File: src/rtl/uart_tx_arbiter.sv
// Round-robin arbiter sharing one UART transmitter among NUM_REQ byte streams.
// Define UART_ARB_LOCK_EN to hold a grant across bytes until a req_last byte is accepted.
module uart_tx_arbiter #(
   parameter int NUM_REQ      = 4,
   parameter int GAP_CYCLES   = 16,
   parameter int BUSY_TIMEOUT = 15,
   parameter int LOCK_TIMEOUT = 1_000_000
) (
   input  logic                 clock_fpga,
   input  logic                 reset,
   input  logic [NUM_REQ-1:0]   i_req_valid,
   input  logic [8*NUM_REQ-1:0] i_req_data,
   input  logic [NUM_REQ-1:0]   i_req_last,
   output logic [NUM_REQ-1:0]   o_req_ready,
   output logic [7:0]           o_tx_data,
   output logic                 o_tx_start,
   input  logic                 i_tx_busy,
   output logic                 o_grant_active,
   output logic [2:0]           o_grant_id,
   output logic                 o_err_timeout
);

   typedef enum logic [2:0] {IDLE, ISSUE, WAIT_BUSY, WAIT_DONE, GAP} state_t;

   localparam logic [19:0] C_BUSY_END = 20'(BUSY_TIMEOUT - 1);
   localparam logic [19:0] C_GAP_END  = 20'((GAP_CYCLES > 0) ? GAP_CYCLES - 1 : 0);
   localparam logic [2:0]  C_LAST_ID  = 3'(NUM_REQ - 1);

   state_t      r_state, w_next;
   logic [19:0] r_cnt;
   logic [2:0]  r_rr_ptr, r_grant_id, w_sel;
   logic [7:0]  r_tx_data, w_gnt_data;
   logic        r_tx_start, r_err;
   logic        w_any, w_gnt_valid, w_accept;
   logic        w_byte_end, w_gap_end, w_release, w_err;

`ifdef UART_ARB_LOCK_EN
   localparam logic [19:0] C_LOCK_END = 20'(LOCK_TIMEOUT - 1);
   logic r_last_seen, w_gnt_last;
`else
   logic w_unused_last;
   assign w_unused_last = ^i_req_last;
`endif

   // Offsets scanned from farthest to nearest so the requester closest to rr_ptr wins.
   always_comb begin
      w_any = 1'b0;
      w_sel = r_rr_ptr;
      for (int k = NUM_REQ - 1; k >= 0; k--) begin
         for (int i = 0; i < NUM_REQ; i++) begin
            if (i_req_valid[i] &&
                ((int'(r_rr_ptr) + k == i) || (int'(r_rr_ptr) + k == i + NUM_REQ))) begin
               w_any = 1'b1;
               w_sel = 3'(i);
            end
         end
      end
   end

   always_comb begin
      w_gnt_valid = 1'b0;
      w_gnt_data  = '0;
`ifdef UART_ARB_LOCK_EN
      w_gnt_last  = 1'b0;
`endif
      for (int i = 0; i < NUM_REQ; i++) begin
         if (r_grant_id == 3'(i)) begin
            w_gnt_valid = i_req_valid[i];
            w_gnt_data  = i_req_data[8*i +: 8];
`ifdef UART_ARB_LOCK_EN
            w_gnt_last  = i_req_last[i];
`endif
         end
      end
   end

   // Accept is held off while the transmitter is still busy (e.g. a frame left over from reset).
   for (genvar g = 0; g < NUM_REQ; g++) begin : g_rdy
      assign o_req_ready[g] = (r_state == ISSUE) && (r_grant_id == 3'(g)) &&
                              i_req_valid[g] && !i_tx_busy;
   end
   assign w_accept = |o_req_ready;

   always_comb begin
      w_next     = r_state;
      w_byte_end = 1'b0;
      w_gap_end  = 1'b0;
      w_release  = 1'b0;
      w_err      = 1'b0;
      case (r_state)
         IDLE:      if (w_any) w_next = ISSUE;
         ISSUE: begin
            if (w_accept) w_next = WAIT_BUSY;
`ifdef UART_ARB_LOCK_EN
            else if (!w_gnt_valid && r_cnt == C_LOCK_END) begin
               w_err     = 1'b1;
               w_release = 1'b1;
            end
`endif
         end
         WAIT_BUSY: begin
            if (i_tx_busy) w_next = WAIT_DONE;
            else if (r_cnt == C_BUSY_END) begin
               w_err      = 1'b1;
               w_byte_end = 1'b1;
            end
         end
         WAIT_DONE: if (!i_tx_busy) w_byte_end = 1'b1;
         GAP:       if (r_cnt == C_GAP_END) w_gap_end = 1'b1;
         default:   w_next = IDLE;
      endcase
      // A zero-length gap skips the GAP state entirely.
      if (w_byte_end) begin
         if (GAP_CYCLES == 0) w_gap_end = 1'b1;
         else                 w_next    = GAP;
      end
      if (w_gap_end) begin
`ifdef UART_ARB_LOCK_EN
         if (!r_last_seen) w_next    = ISSUE;
         else              w_release = 1'b1;
`else
         w_release = 1'b1;
`endif
      end
      if (w_release) w_next = IDLE;
   end

   always_ff @(posedge clock_fpga) begin
      if (reset) begin
         r_state    <= IDLE;
         r_cnt      <= '0;
         r_rr_ptr   <= '0;
         r_grant_id <= '0;
         r_tx_data  <= '0;
         r_tx_start <= 1'b0;
         r_err      <= 1'b0;
`ifdef UART_ARB_LOCK_EN
         r_last_seen <= 1'b0;
`endif
      end else begin
         r_state <= w_next;
         // In ISSUE the counter only measures consecutive clocks without a valid byte.
         if (w_next != r_state || r_state == IDLE || (r_state == ISSUE && w_gnt_valid))
            r_cnt <= '0;
         else if (r_cnt != '1)
            r_cnt <= r_cnt + 20'd1;
         if (r_state == IDLE && w_any) r_grant_id <= w_sel;
         if (w_release) r_rr_ptr <= (r_grant_id == C_LAST_ID) ? 3'd0 : r_grant_id + 3'd1;
         if (w_accept) begin
            r_tx_data <= w_gnt_data;
`ifdef UART_ARB_LOCK_EN
            r_last_seen <= w_gnt_last;
`endif
         end
         r_tx_start <= w_accept;
         r_err      <= w_err;
      end
   end

   assign o_tx_data      = r_tx_data;
   assign o_tx_start     = r_tx_start;
   assign o_grant_active = (r_state != IDLE);
   assign o_grant_id     = r_grant_id;
   assign o_err_timeout  = r_err;

endmodule

File: config.mk
export PLATFORM = sky130hd
export DESIGN_NAME = uart_tx_arbiter
export DESIGN_NICKNAME = d
export VERILOG_FILES = /design/src/rtl/uart_tx_arbiter.sv
export SDC_FILE = /design/constraint.sdc
export NUM_CORES = 1
export LEC_CHECK = 0
export BUFFER_PORTS_ARGS = -buffer_cell sky130_fd_sc_hd__buf_4
export CELL_PAD_IN_SITES_DETAIL_PLACEMENT = 0
export CELL_PAD_IN_SITES_GLOBAL_PLACEMENT = 1
export CORE_MARGIN = 4
export CORE_UTILIZATION = 30
export DETAILED_ROUTE_END_ITERATION = 12
export PLACE_DENSITY = 0.66
export SLEW_MARGIN = 15
export SYNTH_ARGS = -nofsm -noshare
export SYNTH_HDL_FRONTEND = slang
export SYNTH_SLANG_ARGS = --single-unit
export TNS_END_PERCENT = 10
File: constraint.sdc
create_clock -name clock_fpga -period 4.84 [get_ports clock_fpga]
set_input_delay 0.968 -clock clock_fpga [delete_from_list [all_inputs] [get_ports clock_fpga]]
set_output_delay 0.968 -clock clock_fpga [all_outputs]
set_load 0.01 [all_outputs]
==> flow_metrics.tcl <==
set metrics [dict create \
    stdcell_count 465 \
    finalHoldViolations 0 \
    ys_types 59 \
    grt_first_pass_wirelength_mm 11.14 \
    min_period_over_period_pct 59.98 \
    hold_buffers 0 \
    syn-num-nets 369 \
    core_mm2 0.008258 \
    post_cts_buffers 0 \
    crit_type "reg -> out" \
    finalMaxSlewViolations 0 \
    ys_dominant_reg_cell "dfxtp_1" \
    synth_top_area_cell "dfxtp_1" \
    seq_area_frac_synth_pct 30.41 \
    netlist_instances 318 \
    startpoint_type "register" \
    r2r-start "o_grant_id[0]$_SDFFE_PP0P_" \
    clk_path_buf_depth 2 \
    synth_area_per_cell_um2 8.074 \
    timing.slew.headroom_pct 57.27 \
    num_rows 33 \
    filler_cell_count 896 \
    grt_use_total_pct 13.37 \
    clkLatencyLatePin_ps 300 \
    grt_setup_unrepaired "false" \
    clock-sinks 39 \
    clock_skew_ps 14.30 \
    grt-ovfl-total 0 \
    synth-seq-cells 39 \
    gp_congestion 0.7827 \
    drt_iter0_drc 103 \
    start_util_pct 31.09 \
    nNetsFinal 410 \
    leakage_nw 1.215 \
    cts_tree "built" \
    seq_area_um2 780.7 \
    routed_wl_mm 6.664 \
    hp-class "reg -> reg" \
    antenna_found_initial 0 \
    cp-startpoint "o_grant_id[0]$_SDFFE_PP0P_" \
    worstMarginPinSlew_ps 640.1 \
    synth-edff-count 0 \
    multiInputGateArea_mm2 0.001638 \
    synthMostInstantiatedCell "nor2_1" \
    min_from "o_tx_data[0]$_SDFFE_PP0P_" \
    synth_common_cells "nor2_1, dfxtp_1, a211oi_1" \
    die_area_mm2 0.01010 \
    ios 61 \
    synth_async_sr_flop_share_pct 0 \
    post-route-util_pct 38.17 \
    final_area_mm2 0.003152 \
    finalSetupViolCount 0 \
    area_delta_synth_final_pct 22.76 \
    grt_pass1_vias 2344 \
    synthTopCellsByArea "dfxtp_1, nor2_1, a211oi_1, ha_1, xnor2_1" \
    place_hpwl_mm 4.894 \
    avgRoutedWirePerCell_um 14.33 \
    max-cap-violations 0 \
    fin_tns_setup_ps 0 \
    die_x_um 100.5 \
    period_needed_ps 2903 \
    drc_errors 0 \
    syn_area_mm2 0.002567 \
    worstPathArrival_ps 1940 \
    antenna_left 0 \
    peakVddDrop_uv 133.6 \
    grt_max_degree 21 \
    numCtsBuffers 5 \
    fp.dieH_um 100.5 \
    place_inst 457 \
    power_density_mw_per_mm2 280.2 \
    clkSlewWorstSetupHoldPaths_ps 80 \
    root_buffer "clkbuf_8" \
    end_kind "primary output" \
    cp.required_ps 3870 \
    yosys_warnings 0 \
    cts_resized 0 \
    path_max_fanout 17 \
    placed_cell_area_mm2 0.003019 \
    status "completed" \
    n_antenna_cell 0 \
    via_per_inst 5.219 \
    numPortBuffers 56 \
    synth_top_area_share_pct 30.41 \
    vias 2427 \
    firstDrtPassIters 5 \
    cts-htree-levels 2 \
    drive_gt1_share_pct 21.94 \
    fmax_mhz 344.5 \
]
## where the power goes
part	total, mW	switching (mW)	internal [mW]
combinational	0.207	0.110	0.0966
sequential	0.351	0.0171	0.334
clock	0.325	0.119	0.206
## sequential cells by signal, indices dropped and copies added (netlist names)
register and flops:
o_tx_start 1, r_cnt 20, r_state 3, o_grant_id 3
r_rr_ptr 3, o_err_timeout 1, o_tx_data 8
## worst max-delay path: stages, from the launching register on
cell and delay, ps:
dfxtp_1 440, inv_1 90, ha_1 280, nand2b_1 430, nor2_1 90, and2_1 180, buf_4 140
## metal layers
layer | global-route usage (%) | vias up | share of wire (%)
li1 | - | 1247 | -
met1 | 18.20 | 1123 | 47
met2 | 21.76 | 52 | 47
met3 | 3.114 | 5 | 5.0
met4 | 2.487 | 0 | 0.63
met5 | 0 | - | 0
## placed cells by master (no fill, tap or decap), drive strengths merged, types with 7 or more instances in the layout
master and instances:
xnor2 9, dfxtp 39, nand3 7, o21ai 10, nand2 12, ha 8
a211oi 26, a22oi 10, and3 8, inv 9, a21oi 15, nor2 47
nor3 18, buf 58
## per-stage QoR
| step | power [mW] | setup slack (ps) | hold WS (ps) |
|---|---|---|---|
| floorplan | 0.4963 | 2237 | 487.2 |
| global placement | 0.5666 | 1975 | 484.8 |
| finish | 0.8831 | 1937 | 501.7 |
| CTS | 0.8939 | 1925 | 502.8 |
| detailed placement | 0.5673 | 1958 | 485.6 |
| global route | 0.9335 | 1726 | 534.9 |
## cell type report
| type | instances | area share, % |
|---|---|---|
| inverter | 9 | 1.072 |
| timing repair buffer | 58 | 13.82 |
| sequential | 39 | 24.77 |
| clock inverter | 2 | 1.906 |
| clock buffer | 6 | 2.303 |
| tap | 105 | 4.168 |
| multi-input combinational | 246 | 51.97 |
## worst paths after layout
kind	endpoint	slack, ps	cells past startpoint
worst min register to register	o_tx_data[0]$_SDFFE_PP0P_	500	2
worst max-delay path	o_req_ready[2]	1940	6
worst max register to register	r_cnt[7]$_SDFFE_PP0P_	2480	7
worst min-delay path	o_tx_data[0]$_SDFFE_PP0P_	500	2
## cells by family after synthesis
logic type                 after synthesis  share of synthesized area, %
and+or+nand+nor                        135                         28.80
AOI/OAI and AO/OA                       88                         25.88
DFF                                     39                         30.41
buffers and inverters                   33                         5.799
xor gates and xnor gates                13                         4.435
adders and majority gates                8                         3.899
muxes                                    2                        0.7798
Power figures use the tool's default switching activity.
